[config.mk]
export PLATFORM = sky130hd
export DESIGN_NAME = wall_follower_fsm
export DESIGN_NICKNAME = d
export VERILOG_FILES = /design/src/rtl/wall_follower_fsm.sv
export SDC_FILE = /design/constraint.sdc
export NUM_CORES = 1
export LEC_CHECK = 0
export ABC_CLOCK_PERIOD_IN_PS = 3050
export BUFFER_PORTS_ARGS = -buffer_cell sky130_fd_sc_hd__buf_2
export CAP_MARGIN = 20
export CORE_AREA = 2 2 56 58
export DETAILED_ROUTE_END_ITERATION = 16
export DIE_AREA = 0 0 58 60
export MAX_ROUTING_LAYER = met4
export PLACE_DENSITY_LB_ADDON = 0.1
export SLEW_MARGIN = 20
export SYNTH_ARGS = -nofsm -noshare
export SYNTH_HDL_FRONTEND = slang
export SYNTH_SLANG_ARGS = --single-unit
[constraint.sdc]
create_clock -name clk -period 3.05 [get_ports clk]
set_clock_uncertainty 0.05 [all_clocks]
set_input_delay 0.61 -clock clk [delete_from_list [all_inputs] [get_ports clk]]
set_output_delay 0.61 -clock clk [all_outputs]
set_load 0.02 [all_outputs]
[src/rtl/wall_follower_fsm.sv]
// wall_follower_fsm: registered left/right-hand wall follower with stuck detection and a step counter
module wall_follower_fsm #(
  parameter int STEP_W = 8,
  parameter int MAX_ROT = 4,
  localparam int ROT_W = $clog2(MAX_ROT + 1)
) (
  input  logic              clk,
  input  logic              rst_n,
  input  logic              en,
  input  logic              clr,
  input  logic              head,
  input  logic              wall,
  input  logic              follow_right,
  output logic              front,
  output logic              rot_l,
  output logic              rot_r,
  output logic              stuck,
  output logic [1:0]        state,
  output logic [STEP_W-1:0] steps
);
  typedef enum logic [1:0] {SEARCH, FOLLOW, TURN, STUCK} state_t;
  state_t st, nxt;
  logic mode, m, aw, tw, fw, rot, hit;
  logic [ROT_W-1:0] rot_cnt, rot_nxt;
  assign state = st;
  // in SEARCH the freshly sampled follow_right already steers this cycle's rotation
  always_comb begin
    m = (st == SEARCH) ? follow_right : mode;
    aw = head && st != STUCK;
    tw = !head && st == FOLLOW && !wall;
    fw = !head && st != STUCK && !tw;
    rot = aw || tw;
    rot_nxt = rot_cnt + ROT_W'(1);
    hit = rot && rot_nxt == ROT_W'(MAX_ROT);
    nxt = st == STUCK ? STUCK : head ? TURN : tw ? SEARCH : wall ? FOLLOW : SEARCH;
  end
  always_ff @(posedge clk or negedge rst_n) begin
    if (!rst_n) begin
      st <= SEARCH;
      {front, rot_l, rot_r, stuck, mode} <= '0;
      rot_cnt <= '0;
      steps <= '0;
    end else if (clr) begin
      st <= SEARCH;
      {front, rot_l, rot_r, stuck} <= '0;
      rot_cnt <= '0;
      steps <= '0;
    end else if (!en) begin
      {front, rot_l, rot_r} <= '0;
    end else begin
      front <= fw;
      rot_l <= (aw && m) || (tw && !m);
      rot_r <= (aw && !m) || (tw && m);
      mode <= (st == SEARCH) ? follow_right : mode;
      rot_cnt <= rot ? rot_nxt : fw ? '0 : rot_cnt;
      steps <= (fw && steps != '1) ? steps + STEP_W'(1) : steps;
      st <= hit ? STUCK : nxt;
      stuck <= hit || st == STUCK;
    end
  end
endmodule

==> impl_metrics.ini, run 1 <==
[run_status]
status = finished clean

[sta]
worst-slew-pin-transition_ns = 0.5826
setup_ws_ns = 1.276
slew_violations = 0
grt_setup_unrepaired = no
setup_viol = 0
relSlewSlack = 0.6104
fmax_ghz = 0.5638
fin_setup_tns_ns = 0
hold_viol = 0
fin_crit_ns = 1.774
min_period_over_period = 0.5815

[critical_path]
crit_buf_inv = 0
path_cells = nor2b_2 > o211ai_2 > nor4_1 > mux2_1
timing.rr.start = state[1]
crit_slowest_cell = dfrtp_1
path_delay_family = simple AND/OR/NAND/NOR gates
setup.worst_path.start = state[1]
required_ns = 3.20
critPathKind = flip-flop to flip-flop
startpoint_type = flip-flop
critPathMaxStageDelay_ns = 0.47
critPathCaptureType = flip-flop
critPathMaxFanout = 16
arrival_ns = 1.92

[clocking]
tritoncts = yes
path_clk_slew_ns = 0.12
insertion_delay_ns = 0.30
cts_buffers = 3
cts.sinks = 18
post_cts_buffers = 0
cts-root-buf = clkbuf_4
cts_buffer_depth = 2
cts-htree-levels = 1
ctsResizeCount = 0
postCtsHoldBufs = 0

[synthesis]
synth_area_per_cell_sq_um = 9.593
synthDistinctLibCells = 32
synthCells = 99
ys_seq_area_frac = 0.4743
synthArstFlopShare = 1.000
synth_area_sq_um = 949.7
yosys_most_used_dff = dfrtp_1
yosys_register_bits = 18
synth_fp_nets = 109
yosysWarnings = 0
synth_edf_count = 0

[floorplan]
coreArea_sq_mm = 0.002903
start_util = 0.3272
die_h_microns = 60
fp-row-count = 20
fp.dieArea_sq_mm = 0.003480
die_w_microns = 58
io_pins = 21

[drt]
route.detailed.wl_per_inst_microns = 13.35
via_per_inst = 5.132
drc = 0
ant_nets = 0
route.vias.total = 780
dr.first_iter.drc_count = 30
wirelength_microns = 2029
drt_pre_antenna_iters = 4

[placed_design]
pre_cts_slack_ns = 1.017
portBuffers = 20
place.gp.congestion = 0.7542
dp_hpwl_microns = 1388

[finish]
final_nets = 130
final_common_cell = buf_2
drive_gt1_frac = 0.2353
insertedDiodeCount = 0
area_delta_synth_final_pct = 16.86
final_cell_mix = buf_2, dfrtp_1, nand2_1

[min_path]
hp-class = input port to async pin

[power_and_ir_drop]
ir_worst_vdd_v = 0.0002072
power.leakage_nw = 0.5184
powerDensity_mw_per_mm2 = 428.1

[global_routing]
antenna_found_initial = 0
grt_pass1_vias = 727
track_usage = 0.1322
grt_pass1_wl_microns = 3270
grt_max_degree = 19
overflow = 0

[job]
cap_viol_max_count = 0
==> metal layers <==
| layer | vias to the layer above | global-route usage | share of wire | routed length [microns] |
|---|---|---|---|---|
| li1 | 405 | - | - | - |
| met1 | 360 | 0.1651 | 0.51 | 1030 |
| met2 | 13 | 0.1964 | 0.44 | 889 |
| met3 | 2 | 0.02814 | 0.042 | 86 |
| met4 | 0 | 0.07973 | 0.011 | 23 |
| met5 | - | - | 0 | 0 |
==> final timing paths <==
kind | endpoint | slack [ns] | cells past startpoint
max in group asynchronous | rot_cnt[0] | 2.48 | 1
min | rot_r | 0.17 | 1
min in group clk | mode | 0.47 | 2
min reg2reg | mode | 0.47 | 2
max reg2reg | steps[5] | 1.28 | 4
max | steps[5] | 1.28 | 4
==> per-stage QoR <==
step / util / power [mW] / instance area, sq um / hold WS, ns / std cells
2_1_floorplan: - / 0.3039 / 949.7 / 0.2644 / 99
3_3_place_gp: 0.3698 / 0.3262 / 1074 / 0.4381 / 148
3_5_place_dp: 0.3698 / 0.3267 / 1074 / 0.4455 / 148
4_1_cts: 0.3823 / 0.4843 / 1110 / 0.1841 / 152
5_1_grt: 0.3823 / 0.5059 / 1110 / 0.1798 / 152
6_report: 0.3823 / 0.4751 / 1110 / 0.1721 / 152
==> Yosys cell counts, types with 3 or more instances <==
cell type,number,share of area
dfrtp_1,18,0.47
nand2_1,10,0.040
a21oi_1,9,0.047
nor2_1,7,0.028
inv_1,6,0.024
o21ai_0,4,0.021
or4_1,4,0.032
ha_1,3,0.040
nand3_1,3,0.016
o41ai_1,3,0.028
or3_1,3,0.020
==> cells by family after synthesis <==
logic type	synth area share
compound gates	0.1858
mux	0.04743
flops	0.4743
simple gates	0.2108
buf+inv	0.04216
fa+ha+maj	0.03953
==> area by class of cell <==
type | count | area [sq um]
clock buffer | 4 | 36.28
fill | 305 | 1793
inverter | 6 | 22.52
multi-input combinational | 71 | 459.2
sequential | 18 | 450.4
tap | 33 | 41.29
timing repair buffer | 20 | 100.1
==> registers in the layout, indices dropped and copies added (netlist names) <==
name and count:
steps 8, rot_cnt 3, stuck 1, state 2, rot_l 1, rot_r 1, front 1, mode 1
==> report_power, final <==
group | total [mW] | leakage [nW] | internal, mW | switching [mW]
clock | 0.154 | 0.0210 | 0.0727 | 0.0814
combinational | 0.0653 | 0.252 | 0.0232 | 0.0421
sequential | 0.256 | 0.245 | 0.248 | 0.00765
No activity file was read; power rests on OpenSTA's default activity.
==> run 2: changes to the inputs <==
--- a/config.mk
+++ b/config.mk
@@ -5,7 +5,7 @@
 export SDC_FILE = /design/constraint.sdc
 export NUM_CORES = 1
 export LEC_CHECK = 0
-export ABC_CLOCK_PERIOD_IN_PS = 3050
+export ABC_CLOCK_PERIOD_IN_PS = 1490
 export BUFFER_PORTS_ARGS = -buffer_cell sky130_fd_sc_hd__buf_2
 export CAP_MARGIN = 20
 export CORE_AREA = 2 2 56 58
==> constraint.sdc (replaced) <==
create_clock -name clk -period 1.49 [get_ports clk]
set_clock_uncertainty 0.05 [all_clocks]
set_input_delay 0.298 -clock clk [delete_from_list [all_inputs] [get_ports clk]]
set_output_delay 0.298 -clock clk [all_outputs]
set_load 0.02 [all_outputs]
==> run 2 against run 1 <==
  * The run now ends with negative setup slack left
  * Routed wire length rose by 16%
  * Via count rose by 16%
  * Non-clock buffer count rose by 22
  * Cell area rose by 26%
  * Global-route usage rose by 2.2 points
  * Flip-flop and latch count did not move
  * Register-to-register slack got worse by 1.3 ns
  * Fmax rose by 18%
  * Final cell count rose by 15%
  * Largest cell class unchanged
  * Highest routed layer unchanged
==> impl_metrics.ini, run 2 (synthesis gave the netlist of run 1 again) <==
[run_status]
status = complete, but fails checks
violations = negative setup slack

[critical_path]
startpoint_type = flip-flop
critPathKind = flip-flop to flip-flop
arrival_ns = 1.68
ff2ff_path_depth = 5
required_ns = 1.67
critPathMaxFanout = 9
timing.rr.start = state[1]
rr_endpoint = steps[0]
regToRegSetupSlack_ns = -0.01
critPathCaptureType = flip-flop

[drt]
drt_pre_antenna_iters = 4
drc = 0
route.detailed.wl_per_inst_microns = 13.39
wirelength_microns = 2344
top_layer = met4
dr.first_iter.drc_count = 16
route.met2.wl_microns = 1104
wl_met3_microns = 85
route.vias.total = 906
met1_length_microns = 1133
via_per_inst = 5.177
ant_nets = 0

[sta]
setup_ws_ns = -0.01315
grt_setup_unrepaired = yes
fmax_ghz = 0.6653
finalHoldWorstSlack_ns = 0.2984
min_period_over_period = 1.009
relSlewSlack = 0.7231
slew_violations = 0
worst-slew-pin-transition_ns = 0.4154
fin_setup_tns_ns = -0.06077
setup_viol = 6
hold_viol = 0
fin_crit_ns = 1.503

[global_routing]
track_usage = 0.1542
grt_pass1_wl_microns = 3864
grt_pass1_vias = 819
grt_max_degree = 19
overflow = 0
antenna_found_initial = 0

[power_and_ir_drop]
powerDensity_mw_per_mm2 = 738.5
power.leakage_nw = 0.6319
ir_worst_vdd_v = 0.0007462
total_power_mw = 1.035

[finish]
insertedDiodeCount = 0
area_delta_synth_final_pct = 47.56
final_nets = 153
top_register = steps
final_cell_mix = buf_2, buf_4, dfrtp_1
largest_reg_flops = 8
drive_gt1_frac = 0.5000
fin_cells = 175

[floorplan]
die_h_microns = 60
io_pins = 21
fp-row-count = 20
start_util = 0.3272
die_w_microns = 58
fp.dieArea_sq_mm = 0.003480
coreArea_sq_mm = 0.002903

[min_path]
holdCritStartpoint = follow_right
holdPathEnd = mode
hp-class = input port to flip-flop
hold_depth = 3

[placed_design]
place_inst = 166
place.gp.congestion = 0.7838
dp_hpwl_microns = 1598
pre_cts_slack_ns = -0.07236
portBuffers = 20

[clocking]
cts.sinks = 18
cts-root-buf = clkbuf_4
cts_buffers = 3
tritoncts = yes
cts_buffer_depth = 2
cts-htree-levels = 1
insertion_delay_ns = 0.30
path_clk_slew_ns = 0.11

[job]
cap_viol_max_count = 0
-- run 2: how the worst max path moves through the flow --
stage / from / endpoint
after CTS: state[1] / steps[5]
after global routing: state[1] / steps[1]
after detailed placement: state[1] / steps[2]
after global placement: state[1] / steps[1]
after floorplan: steps[1] / steps[5]
final: state[1] / steps[0]
-- run 2: cell type report --
| type | instances | area, sq um |
|---|---|---|
| clock buffer | 4 | 36.28 |
| fill | 283 | 1501 |
| inverter | 6 | 22.52 |
| multi-input combinational | 72 | 573.1 |
| sequential | 18 | 456.7 |
| tap | 33 | 41.29 |
| timing repair buffer | 42 | 271.5 |
-- run 2: per-layer routing --
metal,global-route usage,up-vias
met5,-,-
met4,0.02990,0
met3,0.04545,2
met2,0.2240,16
met1,0.2146,435
li1,-,453
-- run 2: where the power goes --
part / switching (mW) / internal [mW] / total [mW]
Combinational: 0.110 / 0.0923 / 0.202
Clock: 0.158 / 0.149 / 0.307
Sequential: 0.0164 / 0.509 / 0.525
-- run 2: through the flow --
stage	instance area (sq um)	utilization
finish	1401	0.4828
global placement	1242	0.4280
CTS	1363	0.4694
global route	1401	0.4828
floorplan	985.9	-
detailed placement	1242	0.4280
-- run 2: worst max-delay path, stage by stage, from the launching register on --
cell and delay (ns):
dfrtp_2 0.45, nor2b_4 0.14, o211ai_4 0.12, buf_4 0.18, or3_1 0.36, a21oi_2 0.13
-- run 2: repair_timing --
action	in CTS	in global routing
pin swaps	10	7
hold endpoints to repair	18	0
buffers inserted	2	1
cloned	0	1
hold buffers	1	0
gates resized for setup	13	8
endpoints found under the setup margin	11	12
